--- config.mk ---
export PLATFORM = sky130hd
export DESIGN_NAME = neuron_grid_core
export DESIGN_NICKNAME = d
export VERILOG_FILES = /design/src/rtl/neuron_grid_core.sv
export SDC_FILE = /design/constraint.sdc
export NUM_CORES = 1
export LEC_CHECK = 0
export ABC_AREA = 1
export BUFFER_PORTS_ARGS = -buffer_cell sky130_fd_sc_hd__clkbuf_2
export CORE_AREA = 2 2 254 256
export DETAILED_ROUTE_END_ITERATION = 10
export DIE_AREA = 0 0 256 258
export PLACE_DENSITY = 0.39
export SYNTH_ARGS = -nofsm -noshare
export SYNTH_HDL_FRONTEND = slang
export SYNTH_SLANG_ARGS = --single-unit
--- constraint.sdc ---
create_clock -name clk -period 10.7 [get_ports clk]
set_input_delay 2.14 -clock clk [delete_from_list [all_inputs] [get_ports clk]]
set_output_delay 2.14 -clock clk [all_outputs]
set_load 0.01 [all_outputs]
--- src/rtl/neuron_grid_core.sv ---
// neuron_grid_core: sequential integrate-leak-fire engine for one TrueNorth-style core.
// Each tick walks every neuron across every axon; neuron/axon parameters come from the environment.
module neuron_grid_core #(
   parameter int NUM_NEURONS = 256,
   parameter int NUM_AXONS   = 256,
   parameter int PW          = 9,
   localparam int NW         = $clog2(NUM_NEURONS),
   localparam int AW         = $clog2(NUM_AXONS),
   localparam int PARAM_W    = NUM_AXONS + 9*PW + 31
) (
   input  logic                 clk,
   input  logic                 reset_n,
   input  logic                 tick,
   input  logic [PARAM_W-1:0]   neuron_parameter,
   input  logic [1:0]           neuron_instruction,
   input  logic [NUM_AXONS-1:0] axon_spikes,
   output logic [NW-1:0]        neuron_num,
   output logic [AW-1:0]        axon_num,
   output logic                 scheduler_set,
   output logic                 scheduler_clr,
   output logic                 update_potential,
   output logic [PW-1:0]        potential_out,
   output logic                 spike_out,
   output logic                 done,
   output logic                 error
);

   typedef enum logic [2:0] {S_IDLE, S_SET, S_INTEG, S_FIRE, S_DONE} state_t;

   state_t        state_reg, state_next;
   logic [NW-1:0] neuron_reg, neuron_next;
   logic [AW-1:0] axon_reg, axon_next;
   logic [PW-1:0] acc_reg, acc_next;
   logic [PW-1:0] pot_reg, pot_next;
   logic          sched_set_reg, sched_set_next;
   logic          sched_clr_reg, sched_clr_next;
   logic          upd_reg, upd_next;
   logic          spike_reg, spike_next;
   logic          done_reg, done_next;
   logic          error_reg, error_next;

   // Clamp a PW+1 bit two's complement sum back into PW bits.
   function automatic logic [PW-1:0] sat(input logic [PW:0] x);
      if (x[PW] != x[PW-1])
         sat = {x[PW], {(PW-1){~x[PW]}}};
      else
         sat = x[PW-1:0];
   endfunction

   function automatic logic [PW:0] sext(input logic [PW-1:0] x);
      sext = {x[PW-1], x};
   endfunction

   // CSRAM row decode: synapse bit for axon j sits at the top of the row, MSB first.
   logic [NUM_AXONS-1:0] synapse;
   logic [PW-1:0]        weight_tab [4];
   logic [PW-1:0]        v_init, v_reset, leak, pos_thr, neg_thr;
   logic                 reset_mode;
   logic                 unused_routing;

   genvar gi;
   generate
      for (gi = 0; gi < NUM_AXONS; gi++) begin : g_syn
         assign synapse[gi] = neuron_parameter[PARAM_W-1-gi];
      end
      for (gi = 0; gi < 4; gi++) begin : g_wt
         assign weight_tab[gi] = neuron_parameter[31 + (6-gi)*PW +: PW];
      end
   endgenerate

   assign v_init         = neuron_parameter[31 + 8*PW +: PW];
   assign v_reset        = neuron_parameter[31 + 7*PW +: PW];
   assign leak           = neuron_parameter[31 + 2*PW +: PW];
   assign pos_thr        = neuron_parameter[31 + 1*PW +: PW];
   assign neg_thr        = neuron_parameter[31 +: PW];
   assign reset_mode     = neuron_parameter[30];
   assign unused_routing = ^neuron_parameter[29:0];

   // Integration step plus the leak/threshold evaluation of the result.
   // The fire decision is made from the final integration value so the
   // outputs are already registered during the FIRE cycle.
   logic [PW-1:0] base, acc_new, v_leak, v_sub, fire_pot;
   logic          hit, fire, below;

   always_comb begin
      base     = (axon_reg == '0) ? v_init : acc_reg;
      hit      = axon_spikes[axon_reg] & synapse[axon_reg];
      acc_new  = hit ? sat(sext(base) + sext(weight_tab[neuron_instruction])) : base;
      v_leak   = sat(sext(acc_new) + sext(leak));
      v_sub    = sat(sext(v_leak) - sext(pos_thr));
      fire     = $signed(v_leak) >= $signed(pos_thr);
      below    = $signed(v_leak) < $signed(neg_thr);
      fire_pot = reset_mode ? v_sub : v_reset;
   end

   always_comb begin
      state_next     = state_reg;
      neuron_next    = neuron_reg;
      axon_next      = axon_reg;
      acc_next       = acc_reg;
      pot_next       = pot_reg;
      spike_next     = spike_reg;
      sched_set_next = 1'b0;
      sched_clr_next = 1'b0;
      upd_next       = 1'b0;
      done_next      = 1'b0;
      error_next     = error_reg | (tick && (state_reg != S_IDLE));

      case (state_reg)
         S_IDLE: begin
            if (tick) begin
               state_next     = S_SET;
               sched_set_next = 1'b1;
               neuron_next    = '0;
               axon_next      = '0;
            end
         end
         S_SET: begin
            state_next = S_INTEG;
         end
         S_INTEG: begin
            acc_next = acc_new;
            if (axon_reg == AW'(NUM_AXONS-1)) begin
               axon_next  = '0;
               state_next = S_FIRE;
               upd_next   = 1'b1;
               spike_next = fire;
               if (fire)
                  pot_next = fire_pot;
               else if (below)
                  pot_next = neg_thr;
               else
                  pot_next = v_leak;
            end else begin
               axon_next = axon_reg + 1'b1;
            end
         end
         S_FIRE: begin
            neuron_next = neuron_reg + 1'b1;
            if (neuron_reg == NW'(NUM_NEURONS-1)) begin
               state_next     = S_DONE;
               done_next      = 1'b1;
               sched_clr_next = 1'b1;
            end else begin
               state_next = S_INTEG;
            end
         end
         S_DONE: begin
            state_next = S_IDLE;
         end
         default: begin
            state_next = S_IDLE;
         end
      endcase
   end

   always_ff @(posedge clk or posedge reset_n) begin
      if (reset_n) begin
         state_reg     <= S_IDLE;
         neuron_reg    <= '0;
         axon_reg      <= '0;
         acc_reg       <= '0;
         pot_reg       <= '0;
         spike_reg     <= 1'b0;
         sched_set_reg <= 1'b0;
         sched_clr_reg <= 1'b0;
         upd_reg       <= 1'b0;
         done_reg      <= 1'b0;
         error_reg     <= 1'b0;
      end else begin
         state_reg     <= state_next;
         neuron_reg    <= neuron_next;
         axon_reg      <= axon_next;
         acc_reg       <= acc_next;
         pot_reg       <= pot_next;
         spike_reg     <= spike_next;
         sched_set_reg <= sched_set_next;
         sched_clr_reg <= sched_clr_next;
         upd_reg       <= upd_next;
         done_reg      <= done_next;
         error_reg     <= error_next;
      end
   end

   assign neuron_num       = neuron_reg;
   assign axon_num         = axon_reg;
   assign scheduler_set    = sched_set_reg;
   assign scheduler_clr    = sched_clr_reg;
   assign update_potential = upd_reg;
   assign potential_out    = pot_reg;
   assign spike_out        = spike_reg;
   assign done             = done_reg;
   assign error            = error_reg;

endmodule

==> results of run 1 <==
## report_power, final
group | total [mW] | switching, mW | internal [mW]
registers | 0.219 | 0.0250 | 0.194
clock network | 0.182 | 0.0710 | 0.110
logic | 2.17 | 1.37 | 0.798
total | 2.57 | 1.47 | 1.10
## layer usage
layer  routed length, um  share of wire (%)  vias to the layer above  track usage (%)
met1               25330                 42                     6158            20.88
li1                    -                  -                     7528                -
met3                2860                4.8                       48            2.739
met5                   0                  0                        -                0
met4                1088                1.8                        0            3.330
met2               30440                 51                      377            32.46
## cell type report
| cell class | count | area (sq um) | share of cell area, % |
|---|---|---|---|
| Clock inverter | 2 | 37.54 | 0.2650 |
| Sequential cell | 42 | 1061 | 7.490 |
| Inverter | 283 | 1072 | 7.569 |
| Timing Repair Buffer | 651 | 3326 | 23.48 |
| Multi-Input combinational cell | 1638 | 7463 | 52.69 |
| Tap cell | 855 | 1070 | 7.552 |
| Antenna cell | 3 | 7.507 | 0.05299 |
| Clock buffer | 6 | 128.9 | 0.9097 |
## cells by family (layout without fill, tap and decap cells)
logic type / Yosys count / after routing / synth area share [%]
and+or+nand+nor: 1327 / 1327 / 52.51
buffers and inverters: 391 / 942 / 17.41
AOI/OAI and AO/OA: 249 / 249 / 12.84
adders and majority gates: 43 / 43 / 5.438
DFF: 42 / 42 / 10.20
xor gates and xnor gates: 19 / 19 / 1.614
other: 0 / 3 / 0
## metrics by stage
step	cells	setup WS, ns	cell area [sq um]	hold slack [ns]
CTS	3477	1.378	14160	0.4875
global placement	3469	1.111	13990	0.4695
floorplan	2071	2.284	10310	0.4491
global route	3480	0.6198	14170	0.5026
finish	3480	1.421	14170	0.4848
detailed placement	3469	1.107	13990	0.4667
## synth_stat cells, drive strengths merged, types with 5 or more instances
cell,instances,area (sq um)
ha,40,500.5
o21ai,163,815.8
o22ai,12,75.07
xor2,12,105.1
nor2,217,814.5
o21a,6,45.04
nand4,7,43.79
clkbuf,20,75.07
and2,8,50.05
inv,282,1066
nand2,842,3199
nand3,240,1214
buf,88,649.4
a21oi,51,255.2
nor3,5,25.02
dfrtp,42,1051
xnor2,7,61.31
## worst max path at each step
stage | slack (ns) | start | depth (start not counted) | to
finish | 1.42 | neuron_instruction[0] | 39 | potential_out[8]$_DFFE_PP0P_
detailed placement | 1.11 | neuron_instruction[0] | 39 | potential_out[8]$_DFFE_PP0P_
global placement | 1.11 | neuron_instruction[0] | 39 | potential_out[8]$_DFFE_PP0P_
floorplan | 2.28 | neuron_instruction[0] | 39 | potential_out[2]$_DFFE_PP0P_
global route | 0.62 | neuron_instruction[0] | 39 | potential_out[8]$_DFFE_PP0P_
CTS | 1.38 | neuron_instruction[0] | 39 | potential_out[8]$_DFFE_PP0P_
## cells in the final DEF (no fill, tap or decap), drive strengths merged, types with 4 or more instances in the layout
cell type,n
nand2,842
clkbuf,635
inv,282
nand3,240
nor2,217
o21ai,163
a21oi,51
dfrtp,42
ha,40
buf,22
xor2,12
o22ai,12
and2,8
nand4,7
xnor2,7
o21a,6
nor3,5
or2,4
## tightest hold or removal path, cell delays in order (launching register included)
cell and delay (ns):
sky130_fd_sc_hd__dfrtp_1 0.34, sky130_fd_sc_hd__nand2_1 0.05, sky130_fd_sc_hd__nand2_1 0.06
==> flow_summary.yaml, run 1 <==
logic_synthesis:
  postSynthCellCount: 2071
  ys_seq_elements: 42
  synth.net_count: 2743
  synth_enable_flop_cells: 0
  synth_cell_types: 42
  netlist_area_sq_um: 10310
  yosysSeqAreaShare_pct: 10.20
  yosys_warnings: 0
  synth_async_sr_flop_share_pct: 100.0
  synth_area_per_cell_sq_um: 4.978
  synth_ff_type: "sky130_fd_sc_hd__dfrtp_1"
cells_and_area:
  syn_to_final_growth_pct: 37.42
  filler_cell_count: 7729
  num-nets-final: 3293
  layout-drive-gt1-share_pct: 26.09
  finish.utilization_pct: 22.26
die:
  die_span_x_um: 256
  core_sq_um: 63650
  die_area_sq_um: 66050
  initial_utilization_pct: 16.20
  rows: 93
  die-height_um: 258
  design.portCount: 660
critical_path:
  timing.critical_path.mode_cell: "sky130_fd_sc_hd__nand2_1"
  critPathBufInv: 8
  reg2reg_depth: 41
  critical_path_class: "primary input to register"
  cp_max_delay_cell: "sky130_fd_sc_hd__fa_1"
  path_delay_family: "adder cells"
  end_kind: "register"
  regToRegSetupSlack_ns: 1.89
  reg2reg_from: "axon_num[0]$_DFFE_PP0P_"
  cp_max_fo: 16
  worst_setup_path_start_kind: "primary input"
  required_ns: 10.92
  worst_path_largest_cell_delay_ns: 0.46
  regToRegEndpoint: "potential_out[8]$_DFFE_PP0P_"
  worst_ep_arrival_time_ns: 9.50
power:
  power.density_nw_per_um2: 181.6
  ir_worst_vdd_uv: 308.8
  p_leak_nw: 8.648
  totalPowerFinal_mw: 2.573
sta:
  max_freq_mhz: 107.8
  setup_total_negative_slack_ns: 0
  finalSetupViolations: 0
  minimum_period_implied_by_the_final_worst_setup_slack_ns: 9.279
  hold_violations: 0
  rsz_0062_raised_after_global_routing: "false"
  drv_slew: 0
  timing.clock.skew_ns: 0.01108
  worst-slew-pin-transition_ns: 0.8875
  period_share_pct: 86.72
  timing.slew.headroom_pct: 40.84
worst_hold_path:
  timing.hold.worst_endpoint: "acc_reg[6]$_DFFE_PP0P_"
  min-delay-path-class: "register to register"
  timing.hold.worst_path_depth: 2
  hold_start: "acc_reg[6]$_DFFE_PP0P_"
placement:
  post-dp-hpwl_um: 48770
  routabilityCongestion: 0.8926
  portBuffers: 629
run_status:
  run_status: "finished, final reports clean"
global_routing:
  first_global_vias: 14120
  pin_count_of_the_biggest_net_entering_global_routing: 124
  grt_util_all_layers_pct: 17.35
  grt_antenna_before_repair: 3
  first_pass_grt_wire_length_um: 87630
  grt_remaining_overflow: 0
clock_tree:
  clock_sink_count: 42
  cts.repair.resized: 0
  clock_latency_ns: 0.30
  tritoncts_clock_tree: "yes"
  clock_tree.root_cell: "sky130_fd_sc_hd__clkbuf_16"
  cts.htree.levels: 2
  cts_hold_buffers: 0
  cts_made_buffers: 5
  max-clock-path-buffers: 2
  post-cts-setup-buffers: 0
  clk_pin_slew_ns: 0.06
route:
  drtIter0Drc: 918
  drc: 0
  drt_first_pass_iters: 5
  wl_um: 59710
  avgRoutedWirePerCell_um: 17.16
  final_antenna_net_count: 0
  vias: 14110
  drt-vias-per-instance: 4.055
flow_run:
  drv_cap: 0
Power figures use the tool's default switching activity.
==> inputs of run 2 (changes only) <==
--- a/config.mk
+++ b/config.mk
@@ -10,7 +10,7 @@
 export CORE_AREA = 2 2 254 256
 export DETAILED_ROUTE_END_ITERATION = 10
 export DIE_AREA = 0 0 256 258
-export PLACE_DENSITY = 0.39
+export PLACE_DENSITY = 0.34
 export SYNTH_ARGS = -nofsm -noshare
 export SYNTH_HDL_FRONTEND = slang
 export SYNTH_SLANG_ARGS = --single-unit
==> flow_summary.yaml, run 2 (synthesized netlist as in run 1, its figures left out) <==
critical_path:
  worst_setup_path_start_kind: "primary input"
  cp_max_delay_cell: "sky130_fd_sc_hd__fa_1"
  reg2reg_depth: 41
  regToRegEndpoint: "potential_out[7]$_DFFE_PP0P_"
  cp_max_fo: 19
  worst_path_largest_cell_delay_ns: 0.45
  reg2reg_from: "axon_num[0]$_DFFE_PP0P_"
  path_delay_family: "adder cells"
  critical_path_class: "primary input to register"
  critPathBufInv: 6
  required_ns: 10.92
  timing.critical_path.mode_cell: "sky130_fd_sc_hd__nand2_1"
  end_kind: "register"
  worst_ep_arrival_time_ns: 9.52
  regToRegSetupSlack_ns: 1.86
  cell_count_along_the_critical_path: 40
cells_and_area:
  filler_cell_count: 7690
  final_cell_mix: "sky130_fd_sc_hd__nand2_1, sky130_fd_sc_hd__clkbuf_2, sky130_fd_sc_hd__inv_1"
  syn_to_final_growth_pct: 37.32
  num-nets-final: 3289
  post-route-cell-area_sq_um: 14160
  layout-drive-gt1-share_pct: 26.01
  mostFrequentLayoutCell: "sky130_fd_sc_hd__nand2_1"
placement:
  routabilityCongestion: 0.9465
  post-dp-hpwl_um: 50290
  portBuffers: 629
  post_dp_cell_area_sq_um: 13960
clock_tree:
  cts.repair.resized: 0
  clk_pin_slew_ns: 0.06
  tritoncts_clock_tree: "yes"
  max-clock-path-buffers: 2
  post-cts-setup-buffers: 0
  cts_hold_buffers: 0
  clock_tree.root_cell: "sky130_fd_sc_hd__clkbuf_16"
  clock_latency_ns: 0.30
  cts_made_buffers: 5
  clock_sink_count: 42
  cts.htree.levels: 2
global_routing:
  first_pass_grt_wire_length_um: 91090
  grt_remaining_overflow: 0
  pin_count_of_the_biggest_net_entering_global_routing: 149
  grt_antenna_before_repair: 13
  grt_util_all_layers_pct: 17.90
  first_global_vias: 14930
sta:
  timing.clock.skew_ns: 0.007814
  worst-slew-pin-transition_ns: 1.177
  hold_violations: 0
  max_freq_mhz: 107.6
  rsz_0062_raised_after_global_routing: "false"
  timing.slew.headroom_pct: 21.23
  finalSetupViolations: 0
  period_share_pct: 86.89
  setup_total_negative_slack_ns: 0
  drv_slew: 0
  minimum_period_implied_by_the_final_worst_setup_slack_ns: 9.297
power:
  ir_worst_vdd_uv: 281.2
  clkPwrFrac_pct: 7.0
  switching_power_mw: 1.487
  combinationalPowerShare_pct: 84.6
  power.share.switching_pct: 57.13
  internal_pwr_total_mw: 1.116
  pwr-share-seq_pct: 8.4
  p_leak_nw: 8.633
  power.density_nw_per_um2: 183.8
run_status:
  run_status: "finished, final reports clean"
route:
  drtIter0Drc: 893
  vias: 14600
  avgRoutedWirePerCell_um: 17.63
  wl_um: 61390
  drt_first_pass_iters: 8
  drt-vias-per-instance: 4.192
  final_antenna_net_count: 0
  drc: 0
die:
  die_span_x_um: 256
  die-height_um: 258
  initial_utilization_pct: 16.20
  rows: 93
  die_area_sq_um: 66050
  design.portCount: 660
  core_sq_um: 63650
worst_hold_path:
  timing.hold.worst_endpoint: "acc_reg[0]$_DFFE_PP0P_"
  timing.hold.worst_path_depth: 2
  min-delay-path-class: "register to register"
  hold_start: "acc_reg[0]$_DFFE_PP0P_"
flow_run:
  drv_cap: 0
run 2: cell count changes in the layout (fill, tap and decap cells not counted), sizes merged:
| cell | change |
|---|---|
| diode | +7 |
| buf | -4 |
run 2: area by class of cell:
class | instances | area (sq um) | share of cell area (%)
Tap cell | 855 | 1070 | 7.557
Timing Repair Buffer | 647 | 3296 | 23.28
Clock inverter | 2 | 37.54 | 0.2652
Multi-Input combinational cell | 1638 | 7466 | 52.74
Inverter | 283 | 1072 | 7.575
Antenna cell | 10 | 25.02 | 0.1768
Clock buffer | 6 | 128.9 | 0.9104
Sequential cell | 42 | 1061 | 7.495
run 2: power groups by stage:
stage | clock, mW | combinational, mW | sequential (mW)
global route | 0.194 | 2.53 | 0.223
detailed placement | 0 | 2.19 | 0.222
floorplan | 0 | 1.56 | 0.221
finish | 0.182 | 2.20 | 0.219
CTS | 0.189 | 2.21 | 0.220
global placement | 0 | 2.22 | 0.223
run 2: how the worst max path moves through the flow:
stage                                               to                  start  slack (ns)
after global routing      potential_out[7]$_DFFE_PP0P_  neuron_instruction[0]        0.49
after detailed placement  potential_out[7]$_DFFE_PP0P_  neuron_instruction[0]        1.03
after CTS                 potential_out[7]$_DFFE_PP0P_  neuron_instruction[0]        1.31
after floorplan           potential_out[2]$_DFFE_PP0P_  neuron_instruction[0]        2.28
after global placement    potential_out[7]$_DFFE_PP0P_  neuron_instruction[0]        1.05
final                     potential_out[7]$_DFFE_PP0P_  neuron_instruction[0]        1.40
run 2: routing by layer:
| layer | GRT usage (%) | share of wire, % | up-vias |
|---|---|---|---|
| met2 | 33.40 | 51 | 411 |
| li1 | - | - | 7537 |
| met3 | 3.102 | 5.3 | 48 |
| met4 | 4.256 | 1.9 | 4 |
| met5 | 0 | 0.044 | - |
| met1 | 21.15 | 41 | 6600 |
run 2: worst register-to-register path, delay by kind of cell, from the launching register on:
kind,cells,cell delay (ns)
AND/OR/NAND/NOR,20,2.82
adder cells (fa/ha/maj),8,2.62
AO/OA/AOI/OAI,7,1.42
buffers and inverters,4,0.75
flip-flops,1,0.67
XOR/XNOR,2,0.49
run 2: metrics by stage:
stage,std cells,hold WS (ns),util [%],total power [mW],worst slack (ns)
after CTS,3473,0.4874,22.20,2.620,1.315
final,3483,0.4814,22.24,2.603,1.403
after global routing,3482,0.5058,22.24,2.951,0.4929
after floorplan,2071,0.4491,-,1.782,2.284
after global placement,3465,0.4640,21.94,2.448,1.052
after detailed placement,3465,0.4646,21.94,2.417,1.030
